[config.mk]
export PLATFORM = sky130hd
export DESIGN_NAME = uart_link_flat
export DESIGN_NICKNAME = d
export VERILOG_FILES = /design/src/rtl/uart_link_if.sv /design/src/rtl/uart_link.sv /design/src/flat_wrapper.sv
export SDC_FILE = /design/constraint.sdc
export NUM_CORES = 1
export LEC_CHECK = 0
export BUFFER_PORTS_ARGS = -buffer_cell sky130_fd_sc_hd__buf_2
export CORE_ASPECT_RATIO = 1.2
export CORE_MARGIN = 5
export CORE_UTILIZATION = 54
export DETAILED_ROUTE_END_ITERATION = 12
export GPL_ROUTABILITY_DRIVEN = 1
export PLACE_DENSITY = 0.76
export SLEW_MARGIN = 20
export SYNTH_ARGS = -nofsm -noshare
export SYNTH_HDL_FRONTEND = slang
export SYNTH_SLANG_ARGS = --single-unit
[constraint.sdc]
create_clock -name clk -period 1.9 [get_ports clk]
set_input_delay 0.095 -clock clk [delete_from_list [all_inputs] [get_ports clk]]
set_output_delay 0.095 -clock clk [all_outputs]
set_load 0.05 [all_outputs]
[src/rtl/uart_link_if.sv]
// Handshake bundle for uart_link: TX word hand-off and RX FIFO read side.
// The controller uses the master modport; the transceiver uses the slave modport.
interface uart_link_if #(
   parameter int DATA_BITS     = 8,
   parameter int RX_FIFO_DEPTH = 4
);
   logic [DATA_BITS-1:0]             tx_data;
   logic                             tx_valid;
   logic                             tx_ready;
   logic                             tx_done;
   logic [DATA_BITS-1:0]             rx_data;
   logic                             rx_valid;
   logic                             rx_ready;
   logic [$clog2(RX_FIFO_DEPTH):0]   rx_count;

   modport master (
      output tx_data, tx_valid, rx_ready,
      input  tx_ready, tx_done, rx_data, rx_valid, rx_count
   );

   modport slave (
      input  tx_data, tx_valid, rx_ready,
      output tx_ready, tx_done, rx_data, rx_valid, rx_count
   );
endinterface

[src/rtl/uart_link.sv]
// Parametrised UART transceiver: TX serialiser, RX deserialiser with false-start
// rejection, first-word fall-through RX FIFO and sticky error flags.
module uart_link #(
   parameter int CLKS_PER_BIT  = 868,
   parameter int DATA_BITS     = 8,
   parameter int PARITY        = 0,
   parameter int STOP_BITS     = 1,
   parameter int RX_FIFO_DEPTH = 4
) (
   input  logic         clk,
   input  logic         reset_n,
   uart_link_if.slave   bus,
   output logic         tx,
   input  logic         rx,
   output logic         parity_err,
   output logic         frame_err,
   output logic         overrun,
   input  logic         err_clr
);
   localparam int CW   = $clog2(STOP_BITS * CLKS_PER_BIT + 1);
   localparam int BW   = $clog2(DATA_BITS + 1);
   localparam int AW   = $clog2(RX_FIFO_DEPTH);
   localparam int NW   = AW + 1;
   localparam logic [CW-1:0] BIT_END  = CW'(CLKS_PER_BIT - 1);
   localparam logic [CW-1:0] HALF_END = CW'(CLKS_PER_BIT / 2 - 1);
   localparam logic [CW-1:0] STOP_END = CW'(STOP_BITS * CLKS_PER_BIT - 1);
   localparam logic [BW-1:0] LAST_BIT = BW'(DATA_BITS - 1);
   localparam logic [NW-1:0] FULL_CNT = NW'(RX_FIFO_DEPTH);
   localparam logic PAR_EN  = (PARITY != 0);
   localparam logic PAR_ODD = (PARITY == 1);

   typedef enum logic [2:0] {S_IDLE, S_START, S_DATA, S_PARITY, S_STOP} state_e;

   state_e               tx_state_q, tx_state_d, rx_state_q, rx_state_d;
   logic [CW-1:0]        tx_cnt_q, tx_cnt_d, rx_cnt_q, rx_cnt_d;
   logic [BW-1:0]        tx_bit_q, tx_bit_d, rx_bit_q, rx_bit_d;
   logic [DATA_BITS-1:0] tx_shift_q, tx_shift_d, rx_shift_q, rx_shift_d;
   logic                 tx_par_q, tx_par_d, rx_par_q, rx_par_d;
   logic                 tx_q, tx_d, tx_ready_q, tx_ready_d, tx_done_q, tx_done_d;
   logic                 rx_s1_q, rx_s2_q, rx_prev_q, rx_push_q, rx_push_d;
   logic                 parity_err_q, parity_err_d, frame_err_q, frame_err_d;
   logic                 overrun_q, overrun_d, rx_valid_q, rx_valid_d;
   logic [NW-1:0]        rx_count_q, rx_count_d;
   logic [AW-1:0]        wr_ptr_q, wr_ptr_d, rd_ptr_q, rd_ptr_d;
   logic [DATA_BITS-1:0] mem_q [RX_FIFO_DEPTH];
   logic [DATA_BITS-1:0] mem_d [RX_FIFO_DEPTH];
   logic                 par_bad, pop, push_ok;

   always_comb begin
      tx_state_d = tx_state_q;
      tx_cnt_d   = tx_cnt_q;
      tx_bit_d   = tx_bit_q;
      tx_shift_d = tx_shift_q;
      tx_par_d   = tx_par_q;
      tx_d       = tx_q;
      tx_ready_d = tx_ready_q;
      tx_done_d  = 1'b0;
      case (tx_state_q)
         S_IDLE: if (bus.tx_valid && tx_ready_q) begin
            tx_state_d = S_START;
            tx_cnt_d   = '0;
            tx_shift_d = bus.tx_data;
            tx_par_d   = (^bus.tx_data) ^ PAR_ODD;
            tx_d       = 1'b0;
            tx_ready_d = 1'b0;
         end
         S_START: if (tx_cnt_q == BIT_END) begin
            tx_state_d = S_DATA;
            tx_cnt_d   = '0;
            tx_bit_d   = '0;
            tx_d       = tx_shift_q[0];
            tx_shift_d = tx_shift_q >> 1;
         end else tx_cnt_d = tx_cnt_q + CW'(1);
         S_DATA: if (tx_cnt_q == BIT_END) begin
            tx_cnt_d = '0;
            if (tx_bit_q == LAST_BIT) begin
               tx_state_d = PAR_EN ? S_PARITY : S_STOP;
               tx_d       = PAR_EN ? tx_par_q : 1'b1;
            end else begin
               tx_bit_d   = tx_bit_q + BW'(1);
               tx_d       = tx_shift_q[0];
               tx_shift_d = tx_shift_q >> 1;
            end
         end else tx_cnt_d = tx_cnt_q + CW'(1);
         S_PARITY: if (tx_cnt_q == BIT_END) begin
            tx_state_d = S_STOP;
            tx_cnt_d   = '0;
            tx_d       = 1'b1;
         end else tx_cnt_d = tx_cnt_q + CW'(1);
         S_STOP: if (tx_cnt_q == STOP_END) begin
            tx_state_d = S_IDLE;
            tx_ready_d = 1'b1;
            tx_done_d  = 1'b1;
         end else tx_cnt_d = tx_cnt_q + CW'(1);
         default: tx_state_d = S_IDLE;
      endcase
   end

   // All RX sampling is relative to the start-bit centre, so later samples land mid-bit.
   always_comb begin
      rx_state_d   = rx_state_q;
      rx_cnt_d     = rx_cnt_q;
      rx_bit_d     = rx_bit_q;
      rx_shift_d   = rx_shift_q;
      rx_par_d     = rx_par_q;
      rx_push_d    = 1'b0;
      parity_err_d = parity_err_q & ~err_clr;
      frame_err_d  = frame_err_q & ~err_clr;
      par_bad      = PAR_EN && (((^rx_shift_q) ^ PAR_ODD) != rx_par_q);
      case (rx_state_q)
         S_IDLE: if (rx_prev_q && !rx_s2_q) begin
            rx_state_d = S_START;
            rx_cnt_d   = '0;
         end
         S_START: if (rx_cnt_q == HALF_END) begin
            rx_state_d = rx_s2_q ? S_IDLE : S_DATA;
            rx_cnt_d   = '0;
            rx_bit_d   = '0;
         end else rx_cnt_d = rx_cnt_q + CW'(1);
         S_DATA: if (rx_cnt_q == BIT_END) begin
            rx_cnt_d   = '0;
            rx_shift_d = {rx_s2_q, rx_shift_q[DATA_BITS-1:1]};
            if (rx_bit_q == LAST_BIT) rx_state_d = PAR_EN ? S_PARITY : S_STOP;
            else rx_bit_d = rx_bit_q + BW'(1);
         end else rx_cnt_d = rx_cnt_q + CW'(1);
         S_PARITY: if (rx_cnt_q == BIT_END) begin
            rx_state_d = S_STOP;
            rx_cnt_d   = '0;
            rx_par_d   = rx_s2_q;
         end else rx_cnt_d = rx_cnt_q + CW'(1);
         S_STOP: if (rx_cnt_q == BIT_END) begin
            rx_state_d = S_IDLE;
            if (!rx_s2_q) frame_err_d = 1'b1;
            if (par_bad)  parity_err_d = 1'b1;
            rx_push_d  = rx_s2_q && !par_bad;
         end else rx_cnt_d = rx_cnt_q + CW'(1);
         default: rx_state_d = S_IDLE;
      endcase
   end

   always_comb begin
      pop        = rx_valid_q && bus.rx_ready;
      push_ok    = rx_push_q && ((rx_count_q != FULL_CNT) || pop);
      overrun_d  = (overrun_q & ~err_clr) | (rx_push_q && (rx_count_q == FULL_CNT) && !pop);
      mem_d      = mem_q;
      if (push_ok) mem_d[wr_ptr_q] = rx_shift_q;
      wr_ptr_d   = wr_ptr_q + AW'(push_ok);
      rd_ptr_d   = rd_ptr_q + AW'(pop);
      rx_count_d = rx_count_q;
      if (push_ok && !pop) rx_count_d = rx_count_q + NW'(1);
      else if (!push_ok && pop) rx_count_d = rx_count_q - NW'(1);
      rx_valid_d = (rx_count_d != '0);
   end

   always_ff @(posedge clk) begin
      if (!reset_n) begin
         tx_state_q   <= S_IDLE;
         tx_cnt_q     <= '0;
         tx_bit_q     <= '0;
         tx_shift_q   <= '0;
         tx_par_q     <= 1'b0;
         tx_q         <= 1'b1;
         tx_ready_q   <= 1'b1;
         tx_done_q    <= 1'b0;
         rx_state_q   <= S_IDLE;
         rx_cnt_q     <= '0;
         rx_bit_q     <= '0;
         rx_shift_q   <= '0;
         rx_par_q     <= 1'b0;
         rx_s1_q      <= 1'b1;
         rx_s2_q      <= 1'b1;
         rx_prev_q    <= 1'b1;
         rx_push_q    <= 1'b0;
         parity_err_q <= 1'b0;
         frame_err_q  <= 1'b0;
         overrun_q    <= 1'b0;
         rx_valid_q   <= 1'b0;
         rx_count_q   <= '0;
         wr_ptr_q     <= '0;
         rd_ptr_q     <= '0;
         for (int unsigned i = 0; i < RX_FIFO_DEPTH; i++) mem_q[i] <= '0;
      end else begin
         tx_state_q   <= tx_state_d;
         tx_cnt_q     <= tx_cnt_d;
         tx_bit_q     <= tx_bit_d;
         tx_shift_q   <= tx_shift_d;
         tx_par_q     <= tx_par_d;
         tx_q         <= tx_d;
         tx_ready_q   <= tx_ready_d;
         tx_done_q    <= tx_done_d;
         rx_state_q   <= rx_state_d;
         rx_cnt_q     <= rx_cnt_d;
         rx_bit_q     <= rx_bit_d;
         rx_shift_q   <= rx_shift_d;
         rx_par_q     <= rx_par_d;
         rx_s1_q      <= rx;
         rx_s2_q      <= rx_s1_q;
         rx_prev_q    <= rx_s2_q;
         rx_push_q    <= rx_push_d;
         parity_err_q <= parity_err_d;
         frame_err_q  <= frame_err_d;
         overrun_q    <= overrun_d;
         rx_valid_q   <= rx_valid_d;
         rx_count_q   <= rx_count_d;
         wr_ptr_q     <= wr_ptr_d;
         rd_ptr_q     <= rd_ptr_d;
         mem_q        <= mem_d;
      end
   end

   assign tx           = tx_q;
   assign bus.tx_ready = tx_ready_q;
   assign bus.tx_done  = tx_done_q;
   assign bus.rx_data  = mem_q[rd_ptr_q];
   assign bus.rx_valid = rx_valid_q;
   assign bus.rx_count = rx_count_q;
   assign parity_err   = parity_err_q;
   assign frame_err    = frame_err_q;
   assign overrun      = overrun_q;
endmodule

[src/flat_wrapper.sv]
// flat-port wrapper written by rule: the top's interface ports become plain ports
module uart_link_flat 
#(
   parameter int CLKS_PER_BIT  = 868,
   parameter int DATA_BITS     = 8,
   parameter int PARITY        = 0,
   parameter int STOP_BITS     = 1,
   parameter int RX_FIFO_DEPTH = 4
)
  (clk, reset_n, tx, rx, parity_err, frame_err, overrun, err_clr, bus_tx_data, bus_tx_valid, bus_rx_ready, bus_tx_ready, bus_tx_done, bus_rx_data, bus_rx_valid, bus_rx_count);
  uart_link_if #(.DATA_BITS(DATA_BITS), .RX_FIFO_DEPTH(RX_FIFO_DEPTH)) bus_i ();
  input  logic clk;
  input  logic reset_n;
  output logic tx;
  input  logic rx;
  output logic parity_err;
  output logic frame_err;
  output logic overrun;
  input  logic err_clr;
  input wire logic [$bits(bus_i.tx_data)-1:0] bus_tx_data;
  input wire logic [$bits(bus_i.tx_valid)-1:0] bus_tx_valid;
  input wire logic [$bits(bus_i.rx_ready)-1:0] bus_rx_ready;
  output wire logic [$bits(bus_i.tx_ready)-1:0] bus_tx_ready;
  output wire logic [$bits(bus_i.tx_done)-1:0] bus_tx_done;
  output wire logic [$bits(bus_i.rx_data)-1:0] bus_rx_data;
  output wire logic [$bits(bus_i.rx_valid)-1:0] bus_rx_valid;
  output wire logic [$bits(bus_i.rx_count)-1:0] bus_rx_count;
  assign bus_i.tx_data = bus_tx_data;
  assign bus_i.tx_valid = bus_tx_valid;
  assign bus_i.rx_ready = bus_rx_ready;
  assign bus_tx_ready = bus_i.tx_ready;
  assign bus_tx_done = bus_i.tx_done;
  assign bus_rx_data = bus_i.rx_data;
  assign bus_rx_valid = bus_i.rx_valid;
  assign bus_rx_count = bus_i.rx_count;
  uart_link #(.CLKS_PER_BIT(CLKS_PER_BIT), .DATA_BITS(DATA_BITS), .PARITY(PARITY), .STOP_BITS(STOP_BITS), .RX_FIFO_DEPTH(RX_FIFO_DEPTH)) u_core (.clk(clk), .reset_n(reset_n), .bus(bus_i), .tx(tx), .rx(rx), .parity_err(parity_err), .frame_err(frame_err), .overrun(overrun), .err_clr(err_clr));
endmodule
==> out/results.ini, run 1 <==
[setup_path]
worstPathMaxFanout = 5
critPathKind = flip-flop to flip-flop
cp-startpoint = u_core.rx_cnt_q[1]$_SDFFE_PN0P_
rr_endpoint = u_core.rx_cnt_q[0]$_SDFFE_PN0P_
reg2reg_from = u_core.rx_cnt_q[1]$_SDFFE_PN0P_
rr_worst_depth = 8
crit_arrival_ns = 2.24
critPathLaunchType = flip-flop
cp-end-kind = flip-flop
cp.required_ns = 2.19
r2r_slack_ns = -0.05
worstSetupEndpoint = u_core.rx_cnt_q[0]$_SDFFE_PN0P_

[power]
p_leak_nw = 2.17
p_per_area_nw_per_um2 = 751
fin_total_pwr_mw = 4.10
irDropWorstVdd_mv = 0.397

[synthesis]
synth-edff-count = 0
ys.flop_type = dfxtp_1
synth_cell_types = 59
async_flop_share = 0
syn-cell-area_sq_um = 4680
yosysWarningCount = 0
synth_cells = 500
ys_ff_latch = 100
synth-seq-area-share = 0.428
syn-num-nets = 524
syn-mean-instance-area_sq_um = 9.35

[cts]
htree_levels = 3
cts_max_path_buffers = 2
cts-root-buf = clkbuf_8
clkTransAtPathRegs_ns = 0.10
numCtsBuffers = 9
cts_tree = done
clkSinkCount = 100
clk_latency_ns = 0.36

[finish]
fin_nets = 578
layout-drive-gt1-share = 0.224
areaGrowthSynthToFinish_pct = 16.7
most-common-layout-cells = dfxtp_1 (93), nor2_1 (69), mux2i_1 (43)
final_common_cell = dfxtp_1
num-fill-cells = 721
num_antenna_cells = 0
utilization = 0.641

[global_route]
antenna_found_initial = 0
grt.total_usage = 0.196
grt_max_degree = 53
grt_pass1_vias = 3815
overflow = 0
grt_pass1_wl_um = 16900

[sta]
max_freq_ghz = 0.514
rsz0062_at_grt = yes
setup_slack_ns = -0.0471
fin_skew_ns = 0.00967
hold_viol = 0
min_period_ns = 1.95
slew_headroom = 0.679
tightest_slew_ns = 0.481
fin_crit_sh = 1.02
finalMaxSlewViolations = 0
setup_viol_count_final = 3
whs_ns = 0.0726

[hold_path]
holdCritPathClass = input pin to flip-flop
min_from = bus_tx_data[4]

[route]
post_drt_wl_per_cell_um = 15.1
firstDrtPassIters = 4
detail_route.iter0.violations = 145
vias_per_cell = 5.65
wl_um = 10200
via_count = 3817
drc = 0
antenna_left = 0

[outcome]
violations = negative setup slack
status = finished with violations

[flow_run]
maxCapViolations = 0

[placed_design]
place_ws_ns = -0.0620
dp_hpwl_um = 7030
gp_congestion = 0.897
port_buffers = 31

[die]
die_w_um = 94.9
dieArea_sq_um = 10600
die_h_um = 112
io_pins = 32
initial_utilization = 0.549
rows = 37
core-area_sq_um = 8520

-- layer usage --
metal / vias up / GRT usage / part of all wire
li1: 1884 / - / -
met1: 1858 / 0.225 / 0.42
met2: 57 / 0.351 / 0.53
met3: 18 / 0.0324 / 0.025
met4: 0 / 0.0818 / 0.021
met5: - / 0 / 0
-- metrics by stage --
stage,TNS [ns],std cells,instance area [sq um]
after floorplan,0,500,4690
after CTS,-0.0163,671,5310
after detailed placement,-0.224,651,5070
after global placement,0,651,5070
after global routing,-0.438,676,5460
final,-0.109,676,5460
-- kinds of logic after synthesis --
group                    share of synthesized area
AND/OR/NAND/NOR                              0.229
flip-flops                                   0.428
AO/OA/AOI/OAI                                0.104
multiplexers                                 0.131
buffers and inverters                       0.0420
XOR/XNOR                                    0.0393
adder cells (fa/ha/maj)                     0.0268
-- report_power, final --
| group | switching, mW | internal, mW | leakage, nW |
|---|---|---|---|
| logic | 0.347 | 0.214 | 1.26 |
| clock network | 0.789 | 0.541 | 0.0969 |
| registers | 0.0496 | 2.16 | 0.812 |
| total | 1.19 | 2.91 | 2.17 |
-- worst min-delay path by stage --
stage,endpoint,slack [ns],cells after the start
2_1_floorplan,u_core.rx_s1_q$_SDFF_PN1_,0.17,1
3_3_place_gp,u_core.rx_s1_q$_SDFF_PN1_,0.29,2
3_5_place_dp,u_core.rx_s1_q$_SDFF_PN1_,0.29,2
4_1_cts,u_core.tx_state_q[0]$_SDFFE_PN0P_,0.06,3
5_1_grt,u_core.tx_shift_q[6]$_SDFFE_PN0P_,0.08,3
6_report,u_core.tx_shift_q[4]$_SDFFE_PN0P_,0.07,3
-- layout make-up --
cell class	count	area [sq um]	area share
well taps	117	146	0.0268
clock inverters	6	56.3	0.0103
multi-input cells	361	2590	0.474
inverters	13	48.8	0.00894
clock buffers	10	138	0.0252
flip-flops and latches	100	2010	0.368
repair buffers	69	470	0.0862
-- registers in the layout (all words and copies together), names as in the netlist, 2 cells and up --
register,cells
u_core.mem_q,32
u_core.rx_cnt_q,10
u_core.tx_cnt_q,10
u_core.rx_shift_q,8
u_core.tx_shift_q,8
u_core.rx_bit_q,4
u_core.tx_bit_q,4
u_core.bus.rx_count,3
u_core.rx_state_q,3
u_core.tx_state_q,3
u_core.rd_ptr_q,2
u_core.wr_ptr_q,2
-- synth_stat cells (all sizes together), types with 2 or more instances --
cell type / n / area share
ha: 10 / 0.027
nand4: 7 / 0.0094
a221oi: 2 / 0.0051
clkbuf: 14 / 0.016
and3: 5 / 0.0067
and4b: 2 / 0.0043
nor3b: 7 / 0.011
nand3b: 5 / 0.0080
nand3: 25 / 0.027
and2: 6 / 0.0080
nor2: 70 / 0.057
buf: 12 / 0.016
a21oi: 28 / 0.030
nor3: 6 / 0.0064
a211oi: 12 / 0.019
a41oi: 2 / 0.0037
or3b: 2 / 0.0037
inv: 12 / 0.0096
or4: 5 / 0.0088
nor4bb: 3 / 0.0064
o21ai: 11 / 0.015
xnor2: 14 / 0.026
mux2i: 43 / 0.092
mux4: 8 / 0.039
dfxtp: 100 / 0.43
a31oi: 6 / 0.0080
nand2: 36 / 0.029
nand4b: 2 / 0.0037
or3: 9 / 0.013
xor2: 7 / 0.013
and3b: 2 / 0.0037
nand2b: 7 / 0.0094
or2: 2 / 0.0027
nor2b: 2 / 0.0027
nor4: 3 / 0.0040
-- critical path: stages, from the launching register on --
cell and delay (ns):
dfxtp_2 0.36, ha_4 0.16, nor4bb_4 0.15, buf_4 0.16
nand4_1 0.12, nand4_1 0.23, buf_4 0.23, or3_4 0.33
a21oi_2 0.15
-- what timing repair did --
action                                  4_1_cts  5_1_grt
pin swaps                                     1        8
buffers inserted                              2        5
endpoints found under the setup margin        8       40
hold buffers                                  2        0
gates resized for setup                       3       21
endpoints found under the hold margin         2        0
Power figures use the tool's default switching activity.
==> run 2: changes to the inputs <==
- REMOVE_ABC_BUFFERS: unset -> 1
==> out/results.ini, run 2 (synthesis results as in run 1) <==
[cts]
cts-root-buf = clkbuf_8  ; unchanged
numCtsBuffers = 9  ; unchanged
clkSinkCount = 100  ; unchanged
clk_latency_ns = 0.38  ; was 0.36 ns
clkTransAtPathRegs_ns = 0.11  ; was 0.10 ns
htree_levels = 3  ; unchanged
cts_max_path_buffers = 2  ; unchanged
cts_tree = done  ; unchanged

[global_route]
grt_pass1_wl_um = 16900  ; about the same
grt_max_degree = 28  ; was 53
overflow = 0  ; unchanged
grt.total_usage = 0.195  ; was 0.196
antenna_found_initial = 0  ; unchanged
grt_pass1_vias = 3774  ; was 3815

[finish]
largest_register_ffs = 32  ; unchanged
regMostFlops = u_core.mem_q  ; unchanged
most-common-layout-cells = dfxtp_1 (96), nor2_1 (69), mux2i_1 (43)  ; was dfxtp_1 (93), nor2_1 (69), mux2i_1 (43)
fin_nets = 576  ; was 578
top_regs = u_core.mem_q (32), u_core.rx_cnt_q (10), u_core.tx_cnt_q (10)  ; unchanged
final_common_cell = dfxtp_1  ; unchanged
layout-drive-gt1-share = 0.215  ; was 0.224
finalNonFillerCells = 674  ; was 676
areaGrowthSynthToFinish_pct = 15.5  ; was 16.7%
num_antenna_cells = 0  ; unchanged

[setup_path]
critPathKind = flip-flop to flip-flop  ; unchanged
worstPathMaxFanout = 5  ; unchanged
cp-end-kind = flip-flop  ; unchanged
critPathLaunchType = flip-flop  ; unchanged
cp.required_ns = 2.21  ; was 2.19 ns
crit_arrival_ns = 2.19  ; was 2.24 ns

[sta]
hold_viol = 0  ; unchanged
max_freq_ghz = 0.532  ; was 0.514 GHz
finalMaxSlewViolations = 0  ; unchanged
rsz0062_at_grt = yes  ; unchanged
tightest_slew_ns = 0.563  ; was 0.481 ns
setup_viol_count_final = 0  ; was 3
slew_headroom = 0.624  ; was 0.679
fin_skew_ns = 0.0112  ; was 0.00967 ns
fin_crit_sh = 0.990  ; was 1.02
min_period_ns = 1.88  ; was 1.95 ns

[placed_design]
placedCellCount = 656  ; was 651
dp_hpwl_um = 6970  ; was 7030 um
gp_congestion = 0.859  ; was 0.897
port_buffers = 31  ; unchanged

[power]
p_leak_nw = 2.16  ; was 2.17 nW
p_sw_frac = 0.279  ; was 0.289
combinationalPowerShare = 0.129  ; was 0.137
irDropWorstVdd_mv = 0.438  ; was 0.397 mV
p_int_mw = 3.03  ; was 2.91 mW
power_frac_clock = 0.348  ; was 0.324
p_seq_frac = 0.522  ; was 0.538
fin_total_pwr_mw = 4.21  ; was 4.10 mW
switchingPower_mw = 1.17  ; was 1.19 mW
p_per_area_nw_per_um2 = 779  ; was 751 nW/um^2

[flow_run]
maxCapViolations = 0  ; unchanged

[die]
die_h_um = 112  ; unchanged
die_w_um = 94.9  ; unchanged
rows = 37  ; unchanged
initial_utilization = 0.549  ; unchanged
core-area_sq_um = 8520  ; unchanged
io_pins = 32  ; unchanged
dieArea_sq_um = 10600  ; unchanged

[route]
wl_met2_um = 5110  ; was 5470 um
met1_length_um = 4300  ; was 4290 um
drc = 0  ; unchanged
vias_per_cell = 5.65  ; about the same
detail_route.iter0.violations = 139  ; was 145
top_layer = met4  ; unchanged
post_drt_wl_per_cell_um = 14.8  ; was 15.1 um
firstDrtPassIters = 4  ; unchanged
wl_um = 9990  ; was 10200 um
via_count = 3808  ; was 3817
antenna_left = 0  ; unchanged
wl_met3_um = 336  ; was 257 um

[outcome]
status = finished, final reports clean  ; was finished with violations

[hold_path]
holdCritPathClass = input pin to flip-flop  ; unchanged

==> run 2: final timing paths <==
path / from / end / slack (ns) / depth (start not counted)
setup / recovery: u_core.rx_cnt_q[1]$_SDFFE_PN0P_ / u_core.rx_cnt_q[1]$_SDFFE_PN0P_ / 0.02 / 8
hold / removal: err_clr / u_core.overrun$_SDFF_PN0_ / 0.02 / 4
setup reg to reg: u_core.rx_cnt_q[1]$_SDFFE_PN0P_ / u_core.rx_cnt_q[1]$_SDFFE_PN0P_ / 0.02 / 8
hold reg to reg: u_core.rx_s1_q$_SDFF_PN1_ / u_core.rx_s2_q$_SDFF_PN1_ / 0.42 / 1
==> run 2: timing repair <==
| action | 4_1_cts | 5_1_grt |
|---|---|---|
| hold endpoints to repair | 1 | 0 |
| endpoints found under the setup margin | 7 | 27 |
| pin swaps | 2 | 9 |
| buffers inserted | 1 | 0 |
| hold buffers | 1 | 0 |
| resized for setup | 2 | 17 |
==> run 2: cell type report <==
class / count / area [sq um]
clock buffer: 10 / 138
clock inverter: 6 / 77.6
fill: 732 / 3120
inverter: 13 / 48.8
multi-input combinational: 361 / 2540
sequential: 100 / 2010
tap: 117 / 146
timing repair buffer: 67 / 440
==> run 2: power by group through the flow <==
stage	sequential (mW)	clock [mW]	combinational (mW)
after floorplan	2.35	0	0.259
after global placement	2.24	0	0.521
after detailed placement	2.25	0	0.538
after CTS	2.20	1.49	0.546
after global routing	2.21	1.57	0.598
final	2.20	1.46	0.545
==> run 2: critical path, cell delays in order, from the launching register on <==
cell and delay (ns):
dfxtp_2 0.35, ha_2 0.17, nor4bb_4 0.15, buf_4 0.15, nand4_1 0.08, nand4_1 0.23, buf_4 0.24, or3_1 0.30
a21oi_1 0.13
==> run 2: per-stage QoR <==
step | area [sq um] | util | TNS [ns] | hold WS [ns] | setup slack (ns)
2_1_floorplan | 4530 | - | -14.51 | 0.157 | -0.866
3_3_place_gp | 5100 | 0.598 | 0 | 0.291 | 0.0366
3_5_place_dp | 5100 | 0.598 | -0.0729 | 0.292 | -0.0290
4_1_cts | 5340 | 0.627 | -0.00850 | 0.00936 | -0.00850
5_1_grt | 5400 | 0.634 | -0.214 | 0.0564 | -0.0602
6_report | 5400 | 0.634 | 0 | 0.0230 | 0.0193
==> run 2: routing by layer <==
metal | vias to the layer above | GRT usage
met1 | 1831 | 0.238
met2 | 79 | 0.340
met3 | 23 | 0.0250
met5 | - | 0
met4 | 0 | 0.0837
li1 | 1875 | -
